### src/rtl/herring_clock_controller.sv
// herring_clock_controller
//   Generates the 6502 PHI2 clock from clk_src with a programmable half-period.
//   When stretching is enabled, the PHI2-high phase is extended by wait states
//   for accesses to ROM and to the ACIA/VIA IO region. Firmware changes the
//   speed at run time through one config register in the FPGA window.
//
//   state   | meaning
//   --------+-----------------------------------------------------------
//   LOW     | PHI2 low for h_act cycles; region/rw latched on exit
//   HIGH    | PHI2 high for h_act cycles
//   STRETCH | PHI2 high for WAIT extra cycles of the latched region
//
// Ports
//   clk_src        source clock; all logic runs on its rising edge
//   rst            synchronous reset, active high
//   address        CPU address[15:10]
//   rw             CPU RWB (1 = read)
//   data_in        CPU data bus, used for config writes
//   cpu_clk_in     registered PHI2 to the CPU
//   data_out       config register readback
//   data_oe        drive data_out onto the CPU bus
//   stretch_active high during wait-state cycles
//   phi2_fall      one-cycle pulse on each PHI2 high-to-low transition
module herring_clock_controller #(
  parameter int unsigned DIV_DEFAULT = 8,
  parameter int unsigned WAIT_ROM    = 2,
  parameter int unsigned WAIT_IO     = 4
) (
  input  logic       clk_src,
  input  logic       rst,
  input  logic [5:0] address,
  input  logic       rw,
  input  logic [7:0] data_in,
  output logic       cpu_clk_in,
  output logic [7:0] data_out,
  output logic       data_oe,
  output logic       stretch_active,
  output logic       phi2_fall
);

  typedef enum logic [1:0] {ST_LOW, ST_HIGH, ST_STRETCH} state_t;
  typedef enum logic [1:0] {RGN_OTHER, RGN_ROM, RGN_IO, RGN_FPGA} region_t;

  localparam logic [4:0] H_RESET    = 5'(DIV_DEFAULT / 2);
  localparam logic [7:0] CFG_RESET  = {1'b1, 2'b00, H_RESET};
  localparam logic [4:0] WAIT_ROM_L = 5'(WAIT_ROM);
  localparam logic [4:0] WAIT_IO_L  = 5'(WAIT_IO);

  state_t      state, state_next;
  region_t     region_dec, region_lat;
  logic        rw_lat;
  logic [4:0]  phase_cnt, wait_cnt, h_act, wait_len;
  logic [7:0]  cfg, cfg_wr, cfg_next;
  logic        rise, fall, commit;
  logic        unused_data_bits;

  // bits [6:5] of a config write have no storage; they always read back as 0
  assign unused_data_bits = ^data_in[6:5];

  always_comb begin
    region_dec = RGN_OTHER;
    if (address[5:3] == 3'b111)        region_dec = RGN_ROM;
    else if (address[5:1] == 5'b10000) region_dec = RGN_IO;
    else if (address == 6'b100011)     region_dec = RGN_FPGA;
  end

  // wait_len is zero for any region that is never stretched
  always_comb begin
    wait_len = '0;
    if (region_lat == RGN_ROM)     wait_len = WAIT_ROM_L;
    else if (region_lat == RGN_IO) wait_len = WAIT_IO_L;
  end

  // a half-period below 2 cannot produce a valid PHI2 phase
  assign cfg_wr = {data_in[7], 2'b00, (data_in[4:0] < 5'd2) ? 5'd2 : data_in[4:0]};

  always_comb begin
    state_next = state;
    rise       = 1'b0;
    fall       = 1'b0;
    case (state)
      ST_LOW: begin
        if (phase_cnt == h_act - 5'd1) begin
          state_next = ST_HIGH;
          rise       = 1'b1;
        end
      end
      ST_HIGH: begin
        if (phase_cnt == h_act - 5'd1) begin
          if (cfg[7] && (wait_len != '0)) begin
            state_next = ST_STRETCH;
          end else begin
            state_next = ST_LOW;
            fall       = 1'b1;
          end
        end
      end
      ST_STRETCH: begin
        if (wait_cnt == wait_len - 5'd1) begin
          state_next = ST_LOW;
          fall       = 1'b1;
        end
      end
      default: state_next = ST_LOW;
    endcase
    commit   = fall && (region_lat == RGN_FPGA) && !rw_lat;
    cfg_next = commit ? cfg_wr : cfg;
  end

  assign data_out       = cfg;
  assign stretch_active = (state == ST_STRETCH);
  assign data_oe        = (state != ST_LOW) && (region_lat == RGN_FPGA) && rw_lat;

  always_ff @(posedge clk_src) begin
    if (rst) state <= ST_LOW;
    else     state <= state_next;
  end

  always_ff @(posedge clk_src) begin
    if (rst) begin
      phase_cnt  <= '0;
      wait_cnt   <= '0;
      h_act      <= H_RESET;
      cfg        <= CFG_RESET;
      region_lat <= RGN_OTHER;
      rw_lat     <= 1'b1;
      cpu_clk_in <= 1'b0;
      phi2_fall  <= 1'b0;
    end else begin
      cpu_clk_in <= (state_next != ST_LOW);
      phi2_fall  <= fall;
      cfg        <= cfg_next;
      // phase counter holds during STRETCH so it never runs past h_act-1
      if (state_next != state)      phase_cnt <= '0;
      else if (state != ST_STRETCH) phase_cnt <= phase_cnt + 5'd1;
      if ((state == ST_STRETCH) && (state_next == ST_STRETCH)) wait_cnt <= wait_cnt + 5'd1;
      else                                                     wait_cnt <= '0;
      if (rise) begin
        region_lat <= region_dec;
        rw_lat     <= rw;
      end
      // the LOW phase that starts on a commit edge already uses the new H
      if (fall) h_act <= cfg_next[4:0];
    end
  end

endmodule
### config.mk
export PLATFORM = sky130hd
export DESIGN_NAME = herring_clock_controller
export DESIGN_NICKNAME = d
export VERILOG_FILES = /design/src/rtl/herring_clock_controller.sv
export SDC_FILE = /design/constraint.sdc
export NUM_CORES = 1
export LEC_CHECK = 0
export CORE_ASPECT_RATIO = 0.9
export CORE_MARGIN = 3
export CORE_UTILIZATION = 54
export CTS_BUF_LIST = sky130_fd_sc_hd__clkbuf_8
export DETAILED_ROUTE_END_ITERATION = 10
export HOLD_SLACK_MARGIN = 0.15
export PLACE_DENSITY_LB_ADDON = 0.3
export SLEW_MARGIN = 10
export SYNTH_ARGS = -nofsm -noshare
export SYNTH_HDL_FRONTEND = slang
export SYNTH_SLANG_ARGS = --single-unit
### constraint.sdc
create_clock -name clk_src -period 3 [get_ports clk_src]
set_input_delay 0.6 -clock clk_src [delete_from_list [all_inputs] [get_ports clk_src]]
set_output_delay 0.6 -clock clk_src [all_outputs]
set_load 0.02 [all_outputs]
==> reports/summary.txt <==
class of the tightest hold or removal check = reg2reg
ratio of routed vias to standard cells = 5.74
number of nets with antenna violations after detailed routing = 0
peak ir drop on the vdd network = 0.310 mV
layout overhead on the synthesized area = 20.4%
CP Launch Type = flop
final clock period utilization by the worst path = 91.9%
effective utilization at floorplan = 58.5%
cell types occupying the most area after synthesis = sky130_fd_sc_hd__dfxtp_1 34%, sky130_fd_sc_hd__ha_1 6.8%, sky130_fd_sc_hd__mux2i_1 6.0%
FF-to-FF path depth = 8
Critical Path Slowest Stage Cell = sky130_fd_sc_hd__clkdlybuf4s50_1
count of flip-flops with a built-in enable after synthesis = 0
total of warnings raised by yosys = 0
depth of the CTS H-tree = 1
net load switching power = 0.190 mW
worst-case register-to-register setup slack = 0.38 ns
critical setup path kind = reg2out
fraction of power spent switching nets = 23.7%
setup slack after layout = 0.242 ns
total of flip-flops plus latches after synthesis = 28
Placement Setup Slack = 0.414 ns
worst endpoint data arrival time = 2.16 ns
Buf+Inv Stages, Crit Path = 3
core area = 2840 µm²
via count of the first global-routing pass = 1391
share of flip-flops with an asynchronous set or reset = 0%
share of post-route cells with drive strength above 1 = 8.61%
count of TritonRoute iterations in the first routing pass = 4
Die Footprint = 3770 µm²
P per Cell Area = 400 nW/µm²
global-route wire length before repair = 6.48 mm
drt wl/cell = 14.9 µm
library cell used as clock root buffer = sky130_fd_sc_hd__clkbuf_8
Post-DP HPWL = 2.93 mm
cts repair resizes = 0
Static Leak = 0.725 nW
Worst Path Max Fanout = 8
relative slew slack = 62.9%
internal portion of total power = 0.610 mW
cell family contributing the most delay on the critical path = buffers and inverters
Min-Delay Path Depth = 2
number of post-CTS setup repair buffers = 0
Total GRT Usage = 21.9%
clock latency reported for the late side of the worst-skew pair = 0.28 ns
max capacitance violation total = 0
Clock power frac = 37.2%
total I/O pin count = 29
leading cell type by number of instances after synthesis = sky130_fd_sc_hd__dfxtp_1
CP dominant cell by count = sky130_fd_sc_hd__inv_1
element type at the critical path end = output pin
initial DRC count = 101
number of instances in the synthesized netlist = 186
summed area of non-filler cells in the final layout = 2000 µm²
list of most frequent post-synthesis cells = 28 x sky130_fd_sc_hd__dfxtp_1, 16 x sky130_fd_sc_hd__nor2_1, 14 x sky130_fd_sc_hd__inv_1
quantity of I/O buffers inserted on ports = 24
reg-to-reg endpoint = wait_cnt[2]
Slowest Stage Delay on Critical Path = 0.60 ns
run status = complete, no violations
cell area reported after detailed placement = 1930 µm²
final critical delay including setup and external delays = 2.76 ns
diodes inserted = 0
RSZ-0062 raised after global routing = no
Worst-Margin Slew = 0.552 ns
antenna violations before repair = 0
post-synthesis cell type with the largest combined area = sky130_fd_sc_hd__dfxtp_1
logic depth of the worst setup path including buffers = 5
post-CTS clock slew at the launch and capture registers of the worst setup and hold paths = 0.10 ns
vertical die dimension = 58.6 µm
number of nets in the layout = 236
worst-case hold path end point = region_lat[0]
Layout Utilization = 70.4%
portion of synthesized cell area occupied by the leading cell type = 33.8%
data required time of the worst path = 2.40 ns
final worst clock skew = 0.00725 ns
CTS Buf Count = 3
number of sinks on the clock net = 28
register share of total power = 48.9%
highest attainable clock frequency = 363 MHz
most used flip-flop cell after synthesis = sky130_fd_sc_hd__dfxtp_1
Unique masters post-synth = 51
start point of the worst hold path = region_lat[0]
x dimension of the die = 64.4 µm
final sum of negative setup slack = 0 ns
buffers from clock root to sink, at most = 2
total overflow reported by the global router = 0
final number of hold-violating endpoints = 0
number of rows created at floorplan = 18
launch point of the worst reg-to-reg path = h_act[0]
post-route DRC violation count = 0
CTS Hold Bufs = 0
number of placed cells counting well taps = 245
total wirelength of the detailed-routed design = 3.72 mm
Critical Path, Cell by Cell = inv_1 > ha_1 > inv_1 > and3_1 > clkdlybuf4s50_1
Post-Syn Area per Cell = 8.92 µm²
final slew viol count = 0
gpl congestion = 0.908
TritonCTS clock tree = done
total number of vias = 1429
Final Instance Count excl. Fillers = 249
maximum number of pins on one net before global-route repair = 17
area of the mapped netlist = 1660 µm²
filler cell count in the final layout = 230
combinational power share = 13.8%
Final Setup Violations = 0
proportion of synthesized chip area in sequential cells = 33.8%
cells by family (layout without fill, tap and decap cells):
family	after synthesis	count (layout)	synth area share (%)
buffers and inverters	21	43	5.20
AND/OR/NAND/NOR	68	68	22.5
flip-flops	28	28	33.8
multiplexers	11	11	6.71
XOR/XNOR	14	14	7.39
adder cells (fa/ha/maj)	9	9	6.79
AO/OA/AOI/OAI	34	34	17.4
other	1	2	0.226
routing by layer:
| layer | global-route usage [%] | vias up | share of wire (%) | wire, µm |
|---|---|---|---|---|
| li1 | - | 708 | - | - |
| met1 | 27.9 | 675 | 44 | 1630 |
| met2 | 38.1 | 37 | 50 | 1870 |
| met3 | 4.58 | 9 | 4.4 | 165 |
| met4 | 5.42 | 0 | 1.5 | 57 |
| met5 | 0 | - | 0 | 0 |
cells in the final DEF (no fill, tap or decap), drive strengths merged, types with 2 or more instances in the layout:
cell	count
xor2	6
a21oi	10
nand3	7
xnor2	8
o21ai	5
nor2	17
nand2	7
clkbuf	3
a211o	2
nor3	11
dfxtp	28
ha	9
nor2b	4
mux2i	10
nor4	5
nand2b	3
clkdlybuf4s50	24
conb	2
a311oi	3
nor4b	2
inv	14
nand4	4
a211oi	4
final cells by class:
type	instances	area (µm²)	share of cell area, %
repair buffers	25	248	12.4
multi-input cells	138	1020	50.8
inverters	14	52.6	2.63
clock inverters	1	30.0	1.50
flip-flops and latches	28	561	28.1
clock buffers	3	41.3	2.07
well taps	40	50.0	2.50
power by group through the flow:
stage,logic (mW),registers [mW],clock network [mW]
final,0.111,0.391,0.298
after global routing,0.120,0.393,0.324
after CTS,0.110,0.391,0.306
after detailed placement,0.109,0.400,0
after global placement,0.104,0.399,0
after floorplan,0.0713,0.399,0
state kept, by name, summed over array words and instances (netlist names):
register and count:
h_act 5, region_lat 2, state 2, rw_lat 1
cpu_clk_in 1, phi2_fall 1, phase_cnt 5, data_out 6
wait_cnt 5
worst max-delay path by stage:
stage               slack, ns           from           end
detailed placement       0.41  region_lat[1]   wait_cnt[2]
global placement         0.52  region_lat[1]  phase_cnt[0]
finish                   0.24       state[0]       data_oe
floorplan                0.71  region_lat[1]  phase_cnt[0]
CTS                      0.26       state[0]       data_oe
global route             0.13       state[1]       data_oe
worst register-to-register path: stages (launching register included):
cell,delay [ns]
sky130_fd_sc_hd__dfxtp_1,0.41
sky130_fd_sc_hd__inv_1,0.07
sky130_fd_sc_hd__ha_1,0.32
sky130_fd_sc_hd__xnor2_1,0.14
sky130_fd_sc_hd__a211o_1,0.33
sky130_fd_sc_hd__a211oi_2,0.46
sky130_fd_sc_hd__nor2_1,0.12
sky130_fd_sc_hd__nor4_2,0.51
sky130_fd_sc_hd__nor4_1,0.13
stage by stage:
step / total power [mW] / hold WS, ns
floorplan: 0.470 / 0.452
global route: 0.837 / 0.527
finish: 0.800 / 0.506
detailed placement: 0.509 / 0.492
CTS: 0.807 / 0.507
global placement: 0.504 / 0.471
Note: power is estimated with default switching activity, not from simulation.
